### src/rtl/lsu_pkg.sv
// -----------------------------------------------------------------------------
// lsu_pkg
// Shared definitions for the load/store unit memory initiator:
//   - RISC-V load/store funct3 encodings (F3LB .. F3SW)
//   - FSM state encodings and the state enum built from them
//   - access-size decode and word-boundary split helpers
// Optional build macro LSU_MISALIGN_TRAP_EN removes the second-beat states.
// -----------------------------------------------------------------------------
package lsu_pkg;

    // Load encodings
    localparam logic [2:0] F3LB  = 3'b000;
    localparam logic [2:0] F3LH  = 3'b001;
    localparam logic [2:0] F3LW  = 3'b010;
    localparam logic [2:0] F3LBU = 3'b100;
    localparam logic [2:0] F3LHU = 3'b101;

    // Store encodings
    localparam logic [2:0] F3SB  = 3'b000;
    localparam logic [2:0] F3SH  = 3'b001;
    localparam logic [2:0] F3SW  = 3'b010;

    // State encodings
    localparam logic [2:0] ST_IDLE   = 3'd0;
    localparam logic [2:0] ST_ISSUE0 = 3'd1;
    localparam logic [2:0] ST_WAIT0  = 3'd2;
    localparam logic [2:0] ST_RESP   = 3'd3;
    localparam logic [2:0] ST_ISSUE1 = 3'd4;
    localparam logic [2:0] ST_WAIT1  = 3'd5;

    typedef enum logic [2:0] {
        IDLE   = ST_IDLE,
        ISSUE0 = ST_ISSUE0,
        WAIT0  = ST_WAIT0,
        RESP   = ST_RESP
`ifndef LSU_MISALIGN_TRAP_EN
        ,
        ISSUE1 = ST_ISSUE1,
        WAIT1  = ST_WAIT1
`endif
    } lsu_state_t;

    // Access size in bytes: 1, 2 or 4. The 2'b11 code is rejected before use.
    function automatic logic [2:0] f3_size(input logic [2:0] f3);
        case (f3[1:0])
            2'b00:   return 3'd1;
            2'b01:   return 3'd2;
            default: return 3'd4;
        endcase
    endfunction

    // True when the access spills past the end of its 32-bit word.
    function automatic logic f3_split(input logic [2:0] f3, input logic [1:0] off);
        return ({2'b00, off} + {1'b0, f3_size(f3)}) > 4'd4;
    endfunction

endpackage

### src/rtl/lsu_mem_initiator_if.sv
// -----------------------------------------------------------------------------
// lsu_mem_initiator_if
// Bundles the pipeline request/response handshake and the data-memory word
// interface of the load/store unit.
//   Pipeline : REQ_VALID, REQ_READY, MRd, MWrt, FUNC3, IN_ADDR, W_DATA,
//              RSP_VALID, RSP_DATA, RSP_ERR
//   Memory   : M_REQ, M_WE, M_ADDR, M_WSTRB, M_WDATA, M_GNT, M_RVALID, M_RDATA
// Modports:
//   master - the load/store unit (drives memory beats and pipeline responses)
//   slave  - the surroundings (pipeline requests and memory responses)
// -----------------------------------------------------------------------------
interface lsu_mem_initiator_if #(
    parameter int unsigned AW = 32
);
    // Pipeline side
    logic          REQ_VALID;
    logic          REQ_READY;
    logic          MRd;
    logic          MWrt;
    logic [2:0]    FUNC3;
    logic [AW-1:0] IN_ADDR;
    logic [31:0]   W_DATA;
    logic          RSP_VALID;
    logic [31:0]   RSP_DATA;
    logic          RSP_ERR;

    // Memory side
    logic          M_REQ;
    logic          M_WE;
    logic [AW-3:0] M_ADDR;
    logic [3:0]    M_WSTRB;
    logic [31:0]   M_WDATA;
    logic          M_GNT;
    logic          M_RVALID;
    logic [31:0]   M_RDATA;

    modport master (
        input  REQ_VALID, MRd, MWrt, FUNC3, IN_ADDR, W_DATA,
        output REQ_READY, RSP_VALID, RSP_DATA, RSP_ERR,
        output M_REQ, M_WE, M_ADDR, M_WSTRB, M_WDATA,
        input  M_GNT, M_RVALID, M_RDATA
    );

    modport slave (
        output REQ_VALID, MRd, MWrt, FUNC3, IN_ADDR, W_DATA,
        input  REQ_READY, RSP_VALID, RSP_DATA, RSP_ERR,
        input  M_REQ, M_WE, M_ADDR, M_WSTRB, M_WDATA,
        output M_GNT, M_RVALID, M_RDATA
    );

endinterface

### src/rtl/lsu_lane_align.sv
// -----------------------------------------------------------------------------
// lsu_lane_align
// Purely combinational byte-lane steering for the load/store unit.
//   func3  : RISC-V load/store funct3
//   off    : byte offset within the first word (address bits [1:0])
//   w_data : right-aligned store data
//   word0  : read data of the first beat
//   word1  : read data of the second beat (zero when the access is not split)
//   mask8  : byte-lane mask across both beats, [3:0] beat0, [7:4] beat1
//   wdata0 : store data steered onto beat0 lanes
//   wdata1 : store data that overflows into beat1 lanes
//   rdata  : merged, shifted and sign/zero-extended load result
// -----------------------------------------------------------------------------
module lsu_lane_align
    import lsu_pkg::*;
(
    input  logic [2:0]  func3,
    input  logic [1:0]  off,
    input  logic [31:0] w_data,
    input  logic [31:0] word0,
    input  logic [31:0] word1,
    output logic [7:0]  mask8,
    output logic [31:0] wdata0,
    output logic [31:0] wdata1,
    output logic [31:0] rdata
);

    logic [3:0]  base;
    logic [5:0]  sh;
    logic [31:0] v;

    always_comb begin
        // NOTE: every variable gets a default first so no path leaves it
        // unassigned, which would otherwise infer a latch.
        base = 4'b0000;
        case (f3_size(func3))
            3'd1:    base = 4'b0001;
            3'd2:    base = 4'b0011;
            3'd4:    base = 4'b1111;
            default: base = 4'b0000;
        endcase

        mask8 = {4'b0000, base} << off;

        sh     = {1'b0, off, 3'b000};
        wdata0 = w_data << sh;
        // For off == 0 the shift is 32 and the result is zero, but beat1
        // never issues in that case.
        wdata1 = w_data >> (6'd32 - sh);

        v = 32'({word1, word0} >> sh);

        case (func3)
            F3LB:    rdata = {{24{v[7]}}, v[7:0]};
            F3LH:    rdata = {{16{v[15]}}, v[15:0]};
            F3LW:    rdata = v;
            F3LBU:   rdata = {24'h000000, v[7:0]};
            F3LHU:   rdata = {16'h0000, v[15:0]};
            default: rdata = v;
        endcase
    end

endmodule

### src/rtl/lsu_mem_initiator.sv
// -----------------------------------------------------------------------------
// lsu_mem_initiator
// Load/store unit that turns one pipeline load/store into one or two
// word-addressed, byte-strobed memory beats and returns one response.
//   CLK, RESET_N : clock, asynchronous active-low reset
//   bus (master) : pipeline request/response + memory beat interface
// Parameters:
//   TIMEOUT : max cycles to wait for M_RVALID per beat (0 = wait forever)
//   AW      : byte-address width (memory word address is AW-2 bits)
// Build option:
//   LSU_MISALIGN_TRAP_EN - word-crossing accesses respond with RSP_ERR and
//   issue no beat; the second-beat states are removed.
// -----------------------------------------------------------------------------
module lsu_mem_initiator
    import lsu_pkg::*;
#(
    parameter int unsigned TIMEOUT = 255,
    parameter int unsigned AW      = 32
) (
    input  logic                CLK,
    input  logic                RESET_N,
    lsu_mem_initiator_if.master bus
);

    localparam int unsigned TW = (TIMEOUT > 0) ? $clog2(TIMEOUT + 1) : 1;

    lsu_state_t    state;
    logic [2:0]    f3_q;
    logic [AW-1:0] addr_q;
    logic [31:0]   wdata_q;
    logic          we_q;
    logic [31:0]   word0_q;
    logic [TW-1:0] tcnt;

    logic [2:0]    sel_f3;
    logic [1:0]    sel_off;
    logic [31:0]   sel_wdata;
    logic [31:0]   rd_word0;
    logic [31:0]   rd_word1;
    logic [7:0]    mask8;
    logic [31:0]   wdata0;
    logic [31:0]   wdata1;
    logic [31:0]   load_data;
    logic          in_illegal;
    logic          timeout_hit;
`ifndef LSU_MISALIGN_TRAP_EN
    logic          cur_split;
`endif

    // In IDLE the aligner looks at the live request so beat0 can be
    // registered on the acceptance edge; afterwards it uses the captured copy.
    always_comb begin
        sel_f3    = (state == IDLE) ? bus.FUNC3        : f3_q;
        sel_off   = (state == IDLE) ? bus.IN_ADDR[1:0] : addr_q[1:0];
        sel_wdata = (state == IDLE) ? bus.W_DATA       : wdata_q;

        // The completing beat's data is used straight off the bus so the
        // response can be registered on the same edge.
        rd_word0 = (state == WAIT0) ? bus.M_RDATA : word0_q;
`ifndef LSU_MISALIGN_TRAP_EN
        rd_word1 = (state == WAIT1) ? bus.M_RDATA : 32'h0;
`else
        rd_word1 = 32'h0;
`endif

        in_illegal = (bus.MRd && bus.MWrt)
                   || (bus.MRd  && (bus.FUNC3[1:0] == 2'b11))
                   || (bus.MWrt && !(bus.FUNC3 inside {F3SB, F3SH, F3SW}));
`ifdef LSU_MISALIGN_TRAP_EN
        in_illegal = in_illegal || f3_split(bus.FUNC3, bus.IN_ADDR[1:0]);
`endif

        timeout_hit = (TIMEOUT != 0) && (tcnt == TW'(TIMEOUT - 1));
    end

`ifndef LSU_MISALIGN_TRAP_EN
    assign cur_split = f3_split(f3_q, addr_q[1:0]);
`endif

    lsu_lane_align u_align (
        .func3  (sel_f3),
        .off    (sel_off),
        .w_data (sel_wdata),
        .word0  (rd_word0),
        .word1  (rd_word1),
        .mask8  (mask8),
        .wdata0 (wdata0),
        .wdata1 (wdata1),
        .rdata  (load_data)
    );

    // NOTE: all state and registered outputs use non-blocking assignments so
    // every register samples the pre-edge values, independent of statement order.
    always_ff @(posedge CLK or negedge RESET_N) begin
        if (!RESET_N) begin
            // NOTE: the capture registers are reset too; they are few and a
            // known value keeps the merge path free of X after reset.
            state         <= IDLE;
            f3_q          <= '0;
            addr_q        <= '0;
            wdata_q       <= '0;
            we_q          <= 1'b0;
            word0_q       <= '0;
            tcnt          <= '0;
            bus.REQ_READY <= 1'b1;
            bus.RSP_VALID <= 1'b0;
            bus.RSP_DATA  <= '0;
            bus.RSP_ERR   <= 1'b0;
            bus.M_REQ     <= 1'b0;
            bus.M_WE      <= 1'b0;
            bus.M_ADDR    <= '0;
            bus.M_WSTRB   <= '0;
            bus.M_WDATA   <= '0;
        end else begin
            bus.RSP_VALID <= 1'b0;

            case (state)
                IDLE: begin
                    if (bus.REQ_VALID && (bus.MRd || bus.MWrt)) begin
                        f3_q          <= bus.FUNC3;
                        addr_q        <= bus.IN_ADDR;
                        wdata_q       <= bus.W_DATA;
                        we_q          <= bus.MWrt;
                        bus.REQ_READY <= 1'b0;
                        if (in_illegal) begin
                            state         <= RESP;
                            bus.RSP_VALID <= 1'b1;
                            bus.RSP_ERR   <= 1'b1;
                            bus.RSP_DATA  <= '0;
                        end else begin
                            state       <= ISSUE0;
                            bus.M_REQ   <= 1'b1;
                            bus.M_WE    <= bus.MWrt;
                            bus.M_ADDR  <= bus.IN_ADDR[AW-1:2];
                            bus.M_WSTRB <= bus.MWrt ? mask8[3:0] : 4'b0000;
                            bus.M_WDATA <= bus.MWrt ? wdata0 : 32'h0;
                        end
                    end
                end

                ISSUE0: begin
                    if (bus.M_GNT) begin
                        bus.M_REQ <= 1'b0;
                        tcnt      <= '0;
                        state     <= WAIT0;
                    end
                end

                WAIT0: begin
                    if (bus.M_RVALID) begin
                        word0_q <= bus.M_RDATA;
`ifndef LSU_MISALIGN_TRAP_EN
                        if (cur_split) begin
                            state       <= ISSUE1;
                            bus.M_REQ   <= 1'b1;
                            bus.M_ADDR  <= addr_q[AW-1:2] + (AW-2)'(1);
                            bus.M_WSTRB <= we_q ? mask8[7:4] : 4'b0000;
                            bus.M_WDATA <= we_q ? wdata1 : 32'h0;
                        end else
`endif
                        begin
                            state         <= RESP;
                            bus.RSP_VALID <= 1'b1;
                            bus.RSP_ERR   <= 1'b0;
                            bus.RSP_DATA  <= we_q ? 32'h0 : load_data;
                        end
                    end else if (timeout_hit) begin
                        state         <= RESP;
                        bus.RSP_VALID <= 1'b1;
                        bus.RSP_ERR   <= 1'b1;
                        bus.RSP_DATA  <= '0;
                    end else begin
                        tcnt <= tcnt + TW'(1);
                    end
                end

`ifndef LSU_MISALIGN_TRAP_EN
                ISSUE1: begin
                    if (bus.M_GNT) begin
                        bus.M_REQ <= 1'b0;
                        tcnt      <= '0;
                        state     <= WAIT1;
                    end
                end

                WAIT1: begin
                    if (bus.M_RVALID) begin
                        state         <= RESP;
                        bus.RSP_VALID <= 1'b1;
                        bus.RSP_ERR   <= 1'b0;
                        bus.RSP_DATA  <= we_q ? 32'h0 : load_data;
                    end else if (timeout_hit) begin
                        state         <= RESP;
                        bus.RSP_VALID <= 1'b1;
                        bus.RSP_ERR   <= 1'b1;
                        bus.RSP_DATA  <= '0;
                    end else begin
                        tcnt <= tcnt + TW'(1);
                    end
                end
`endif

                RESP: begin
                    state         <= IDLE;
                    bus.REQ_READY <= 1'b1;
                    bus.RSP_ERR   <= 1'b0;
                    bus.RSP_DATA  <= '0;
                end

                default: begin
                    state         <= IDLE;
                    bus.REQ_READY <= 1'b1;
                    bus.M_REQ     <= 1'b0;
                end
            endcase
        end
    end

endmodule

### src/flat_wrapper.sv
// flat-port wrapper written by rule: the top's interface ports become plain ports
module lsu_mem_initiator_flat import lsu_pkg::*;
#(
    parameter int unsigned TIMEOUT = 255,
    parameter int unsigned AW      = 32
)
  (CLK, RESET_N, bus_REQ_VALID, bus_MRd, bus_MWrt, bus_FUNC3, bus_IN_ADDR, bus_W_DATA, bus_REQ_READY, bus_RSP_VALID, bus_RSP_DATA, bus_RSP_ERR, bus_M_REQ, bus_M_WE, bus_M_ADDR, bus_M_WSTRB, bus_M_WDATA, bus_M_GNT, bus_M_RVALID, bus_M_RDATA);
  lsu_mem_initiator_if #(.AW(AW)) bus_i ();
  input  logic CLK;
  input  logic RESET_N;
  input wire logic [$bits(bus_i.REQ_VALID)-1:0] bus_REQ_VALID;
  input wire logic [$bits(bus_i.MRd)-1:0] bus_MRd;
  input wire logic [$bits(bus_i.MWrt)-1:0] bus_MWrt;
  input wire logic [$bits(bus_i.FUNC3)-1:0] bus_FUNC3;
  input wire logic [$bits(bus_i.IN_ADDR)-1:0] bus_IN_ADDR;
  input wire logic [$bits(bus_i.W_DATA)-1:0] bus_W_DATA;
  output wire logic [$bits(bus_i.REQ_READY)-1:0] bus_REQ_READY;
  output wire logic [$bits(bus_i.RSP_VALID)-1:0] bus_RSP_VALID;
  output wire logic [$bits(bus_i.RSP_DATA)-1:0] bus_RSP_DATA;
  output wire logic [$bits(bus_i.RSP_ERR)-1:0] bus_RSP_ERR;
  output wire logic [$bits(bus_i.M_REQ)-1:0] bus_M_REQ;
  output wire logic [$bits(bus_i.M_WE)-1:0] bus_M_WE;
  output wire logic [$bits(bus_i.M_ADDR)-1:0] bus_M_ADDR;
  output wire logic [$bits(bus_i.M_WSTRB)-1:0] bus_M_WSTRB;
  output wire logic [$bits(bus_i.M_WDATA)-1:0] bus_M_WDATA;
  input wire logic [$bits(bus_i.M_GNT)-1:0] bus_M_GNT;
  input wire logic [$bits(bus_i.M_RVALID)-1:0] bus_M_RVALID;
  input wire logic [$bits(bus_i.M_RDATA)-1:0] bus_M_RDATA;
  assign bus_i.REQ_VALID = bus_REQ_VALID;
  assign bus_i.MRd = bus_MRd;
  assign bus_i.MWrt = bus_MWrt;
  assign bus_i.FUNC3 = bus_FUNC3;
  assign bus_i.IN_ADDR = bus_IN_ADDR;
  assign bus_i.W_DATA = bus_W_DATA;
  assign bus_REQ_READY = bus_i.REQ_READY;
  assign bus_RSP_VALID = bus_i.RSP_VALID;
  assign bus_RSP_DATA = bus_i.RSP_DATA;
  assign bus_RSP_ERR = bus_i.RSP_ERR;
  assign bus_M_REQ = bus_i.M_REQ;
  assign bus_M_WE = bus_i.M_WE;
  assign bus_M_ADDR = bus_i.M_ADDR;
  assign bus_M_WSTRB = bus_i.M_WSTRB;
  assign bus_M_WDATA = bus_i.M_WDATA;
  assign bus_i.M_GNT = bus_M_GNT;
  assign bus_i.M_RVALID = bus_M_RVALID;
  assign bus_i.M_RDATA = bus_M_RDATA;
  lsu_mem_initiator #(.TIMEOUT(TIMEOUT), .AW(AW)) u_core (.CLK(CLK), .RESET_N(RESET_N), .bus(bus_i));
endmodule
### config.mk
export PLATFORM = sky130hd
export DESIGN_NAME = lsu_mem_initiator_flat
export DESIGN_NICKNAME = d
export VERILOG_FILES = /design/src/rtl/lsu_pkg.sv /design/src/rtl/lsu_mem_initiator_if.sv /design/src/rtl/lsu_lane_align.sv /design/src/rtl/lsu_mem_initiator.sv /design/src/flat_wrapper.sv
export SDC_FILE = /design/constraint.sdc
export NUM_CORES = 1
export LEC_CHECK = 0
export CELL_PAD_IN_SITES_DETAIL_PLACEMENT = 1
export CELL_PAD_IN_SITES_GLOBAL_PLACEMENT = 1
export CORE_MARGIN = 4
export CORE_UTILIZATION = 41
export CTS_CLUSTER_SIZE = 25
export DETAILED_ROUTE_END_ITERATION = 10
export PLACE_DENSITY_LB_ADDON = 0.1
export SYNTH_ARGS = -nofsm -noshare
export SYNTH_HDL_FRONTEND = slang
export SYNTH_HIERARCHICAL = 1
export SYNTH_SLANG_ARGS = --single-unit
### constraint.sdc
create_clock -name CLK -period 4.3 [get_ports CLK]
set_input_delay 0.86 -clock CLK [delete_from_list [all_inputs] [get_ports CLK]]
set_output_delay 0.86 -clock CLK [all_outputs]
set_load 0.05 [all_outputs]
# ---- Yosys cells after proc, flatten, opt, wreduce, memory -nomap -nowiden
# Cells that the tools add are included.
dict set report op_classes {
  n_addsub 4
  multipliers 0
  div_mod_pow 0
  magnitude_cmp 1
  eq_ne 28
  n_shift 4
  muxes 71
  n_bitwise 3
  reduce_logical 30
}
# cell n
set op_table {}
lappend op_table {{$mux W32} 16}
lappend op_table {{$pmux W32 S4} 2}
lappend op_table {{$mux W30} 4}
lappend op_table {{$pmux W32 S2} 1}
lappend op_table {{$shr A64 B5 Y32} 1}
lappend op_table {{$pmux W30 S2} 1}
lappend op_table {{$shl A32 B5 Y32} 1}
lappend op_table {{$shr A32 B6 Y32} 1}
lappend op_table {{$add A30 B1 Y30 const B} 1}
lappend op_table {{$mux W3} 8}
lappend op_table {{$mux W4} 6}
lappend op_table {{$mux W8} 3}
lappend op_table {{$mux W1} 18}
lappend op_table {{$pmux W8 S2} 1}
lappend op_table {{$eq A3 B3 Y1 const B} 5}
lappend op_table {{$pmux W3 S5} 1}
lappend op_table {{$ne A2 B2 Y1 const B} 7}
lappend op_table {{$eq A3 B1 Y1 const B} 4}
lappend op_table {{$eq A3 B2 Y1 const B} 4}
lappend op_table {{$pmux W3 S2} 2}
lappend op_table {{$pmux W4 S3} 1}
lappend op_table {{$logic_not A3 Y1} 3}
lappend op_table {{$add A8 B1 Y8 const B} 1}
lappend op_table {{$eq A8 B8 Y1 const B} 1}
lappend op_table {{other kinds (28)} 48}
dict set report totals {
  ff_bits 214
  latch_bits 0
  ramBits 0
  mem_bits_ro 0
  input_bits 106
  out_inout_bits 103
  elab_cells 157
  mem_count 0
}

# ---- Depth between registers and ports, before layout
dict set report logic_depth {
  word_depth 11
  ltp_mapped 17
  depth_no_buf 9
}

# ---- Cells and area by module
# The synthesis kept the hierarchy.
# module instances cells_per_inst area_per_inst_um2 seq_area_each_um2
set modules_own_cells {}
lappend modules_own_cells {lsu_mem_initiator 1 1138 10561.4 5356.4}
lappend modules_own_cells {lsu_lane_align 1 287 2298.5 0.0}

# ---- Worst setup path after synthesis
# No wires, ideal clock.
dict set report synth_timing {
  path_type {register to register}
  startpoint {reg u_core.state[1]}
  endpoint {reg u_core.bus.M_WDATA[12]}
  setup_ns 0.126
  arrival_time_ns 3.652
  required_time_ns 4.174
  setup_slack_ns 0.522
  stages_incl_launch_ff 17
  n_path_buf 7
  synth_period_minus_slack_ns 3.778
  path_cell_list {dfrtp_1 > buf_2 > nor3_1 > clkbuf_1 > mux2_2 > buf_2 > buf_4 > buf_2 > buf_2 > inv_1 > ha_1 > clkbuf_1 > mux2i_1 > a2bb2oi_1 > nor2_1 > a221oi_1 > nor2_1}
}
dict set report synth_between {
  elab_chain_cells 8
  elab_cells_between_ends 20
  classes_between {add/sub (1); eq/ne (5); shift (2); mux (9); reduce/logical (3)}
}
# element line_no
set synth_rtl {}
lappend synth_rtl {{start, declared} lsu_mem_initiator.sv:27} ;# lsu_state_t state;
lappend synth_rtl {{start signal, assigned} lsu_mem_initiator.sv:98} ;# state <= IDLE;
lappend synth_rtl {{start signal, assigned} lsu_mem_initiator.sv:126} ;# state <= RESP;
lappend synth_rtl {{start signal, assigned} lsu_mem_initiator.sv:131} ;# state <= ISSUE0;
lappend synth_rtl {{$logic_not A3 Y1} lsu_mem_initiator.sv:54} ;# sel_off = (state == IDLE) ? bus.IN_ADDR[1:0] : addr_q[1:0];
lappend synth_rtl {{$mux W2} lsu_mem_initiator.sv:54}
lappend synth_rtl {{net u_core.sel_off[1]} lsu_mem_initiator.sv:36} ;# logic [1:0] sel_off;
lappend synth_rtl {{$sub A6 B5 Y6} lsu_lane_align.sv:49} ;# wdata1 = w_data >> (6'd32 - sh);
lappend synth_rtl {{$shr A32 B6 Y32} lsu_lane_align.sv:49}
lappend synth_rtl {{net u_core.wdata1[12]} lsu_mem_initiator.sv:42} ;# logic [31:0] wdata1;
lappend synth_rtl {{$mux W32} lsu_mem_initiator.sv:158} ;# bus.M_WDATA <= we_q ? wdata1 : 32'h0;
lappend synth_rtl {{$mux W32} lsu_mem_initiator.sv:153} ;# if (cur_split) begin
lappend synth_rtl {{$mux W32} lsu_mem_initiator.sv:150} ;# if (bus.M_RVALID) begin
lappend synth_rtl {{$pmux W32 S2} lsu_mem_initiator.sv:117} ;# case (state)
lappend synth_rtl {{end signal, assigned} lsu_mem_initiator.sv:136} ;# bus.M_WDATA <= bus.MWrt ? wdata0 : 32'h0;
lappend synth_rtl {{end signal, assigned} lsu_mem_initiator.sv:158}
lappend synth_rtl {{end, declared} lsu_mem_initiator_if.sv:40} ;# output M_REQ, M_WE, M_ADDR, M_WSTRB, M_WDATA,
# The timed path passes the listed nets, and every way through them passes these cells. The select of a mux whose other input is x is not followed.
# A chain may end at the register's enable or synchronous reset.

# ---- Worst setup path in the final report
dict set report layout_timing {
  startpoint {reg u_core.state[2]}
  endpoint {reg u_core.word0_q[21]}
}
dict set report layout_between {
  elab_chain_cells 2
}
# element line_no
set layout_rtl {}
lappend layout_rtl {{$eq A3 B2 Y1} lsu_mem_initiator.sv:117}
lappend layout_rtl {{$reduce_and A2 Y1 (no source line)} -}
lappend layout_rtl {{end signal, assigned} lsu_mem_initiator.sv:151} ;# word0_q <= bus.M_RDATA;
lappend layout_rtl {{end, declared} lsu_mem_initiator.sv:32} ;# logic [31:0] word0_q;
# Every way passes these cells.

==> impl_metrics.ini <==
[routing]
vias = 11200
wire_per_inst_microns = 21.3
dr.pass1.iters = 5
vias_per_cell = 5.71
drc = 0
wirelength_microns = 42000
drt_iter0_drc = 699
postRouteAntennaNets = 0

[power]
p_int_mw = 7.53
p_sw_mw = 7.02
p_leak_nw = 6.91
power_density_mw_per_mm2 = 913
switching_share_pct = 48.2
vdd_ir_drop_max_mv = 0.482
power_frac_comb_pct = 60.2
clock_power_share_pct = 15.0
seq_power_share_pct = 24.8

[sta]
timing_worst_slew_pin_value_ns = 1.01
setup_tns_ns = 0
fin_crit_sh_pct = 80.5
setup_ws_ns = 0.838
finClkSkew_ns = 0.0131
drv_slew = 0
min_period_ns = 3.46
rsz0062_at_grt = no
hold_viol = 0
fmax_mhz = 289
maxSlewHeadroom_pct = 32.8
setup_violations = 0

[run_status]
status = completed

[logic_synthesis]
syn_area_sq_mm = 0.0128
synth_nets = 1530
yosysWarnings = 6
syn_inst = 1417
synth_area_per_cell_sq_um = 9.04

[clock_tree]
cts.clk_slew.worst_paths_ns = 0.06
clk_latency_ns = 0.53
postCtsResizedCells = 0
cts.path.max_buffers = 3
cts_made_buffers = 26
ctsHoldBuffers = 0
post_cts_buffers = 0
htreeDepth = 1
cts.sinks = 214
cts_tree = done
cts-root-buf = clkbuf_16

[final_layout]
drive_above_1_share_pct = 10.2
layout_commonest_cell = nand2_1
fin_nets = 1673
layout_common_cells = 375 x nand2_1, 213 x dfrtp_1, 207 x clkdlybuf4s50_1
area_growth_pct = 24.5
final_util_pct = 52.0
n_fill_cell = 3492

[critical_path]
end_kind = flop
path_max_fanout = 35
criticalPathCategory = flop to flop
arrival_ns = 3.88
cp.required_ns = 4.72
start_kind = flop

[global_routing]
grt-ovfl-total = 0
grt_max_degree = 122
grt_pass1_wl_microns = 66600
grt_usage_pct = 24.4
grt_pass1_vias = 11800
antenna_found_initial = 5

[place]
dp_hpwl_microns = 29100
gp_congestion = 0.878
pre_cts_ws_ns = 0.772
io_buffers = 208

[floorplan]
fp.dieArea_sq_mm = 0.0341
fp.dieW_microns = 185
rows = 64
die_h_microns = 185
start_util_pct = 41.8
core_sq_mm = 0.0307
io_pins = 209

[hold_path]
hp-class = input pin to async pin

[run]
drv_cap = 0
[path summary, 6_finish.rpt]
check / cells past startpoint / slack, ns / to / from
max reg2reg: 6 / 0.84 / u_core/word0_q[21] / u_core/state[2]
min in group CLK: 2 / 0.47 / u_core/wdata_q[23] / u_core/wdata_q[23]
max: 6 / 0.84 / u_core/word0_q[21] / u_core/state[2]
min reg2reg: 2 / 0.47 / u_core/wdata_q[23] / u_core/wdata_q[23]
min: 1 / 0.46 / u_core/bus.M_ADDR[20] / RESET_N
max in group asynchronous: 2 / 2.81 / u_core/bus.M_WDATA[26] / RESET_N
[power by group through the flow]
stage	Combinational [mW]	Clock (mW)	Sequential (mW)
after floorplan	5.09	0	4.71
after global placement	8.56	0	3.59
after detailed placement	8.75	0	3.63
after CTS	8.80	2.24	3.61
after global routing	9.51	2.31	3.73
final	8.77	2.18	3.61
[critical path: stages, from the launching register on]
cell	delay [ns]
dfrtp_1	0.55
or2_0	0.45
nor2_4	0.81
buf_4	0.45
and2_1	0.21
buf_4	0.42
mux2_2	0.39
[metal layers]
metal,global-route usage [%],share of wire (%)
met1,33.0,45
met2,41.3,48
met3,3.85,4.5
met4,6.08,2.3
met5,0,0.13
[registers in the layout (all words and copies together), names as in the netlist]
register              count
u_core/bus.M_ADDR        30
u_core/word0_q           32
u_core/bus.M_WSTRB        4
u_core/addr_q            32
u_core/bus.RSP_DATA      32
u_core/we_q               1
u_core/bus.M_REQ          1
u_core/bus.REQ_READY      1
u_core/bus.RSP_ERR        1
u_core/state              3
u_core/tcnt               8
u_core/bus.RSP_VALID      1
u_core/wdata_q           32
u_core/bus.M_WDATA       32
u_core/bus.M_WE           1
u_core/f3_q               3
[area by class of cell]
| cell class | instances | area, sq um | area share (%) |
|---|---|---|---|
| Inverter | 9 | 33.8 | 0.212 |
| Antenna cell | 2 | 5.00 | 0.0314 |
| Multi-Input combinational cell | 1075 | 6920 | 43.4 |
| Clock buffer | 36 | 759 | 4.76 |
| Sequential cell | 214 | 5360 | 33.6 |
| Tap cell | 396 | 495 | 3.11 |
| Clock inverter | 4 | 70.1 | 0.439 |
| Timing Repair Buffer | 234 | 2310 | 14.5 |
[metrics by stage]
step                cells  power [mW]  instance area (sq um)  hold WS (ns)
finish               1970        14.6                  15900         0.455
floorplan            1417        9.80                  12800         0.438
detailed placement   1928        12.4                  15100         0.459
global route         1969        15.5                  15900         0.493
global placement     1928        12.2                  15100         0.453
CTS                  1968        14.6                  15900         0.474
Note: power is estimated with default switching activity, not from simulation.
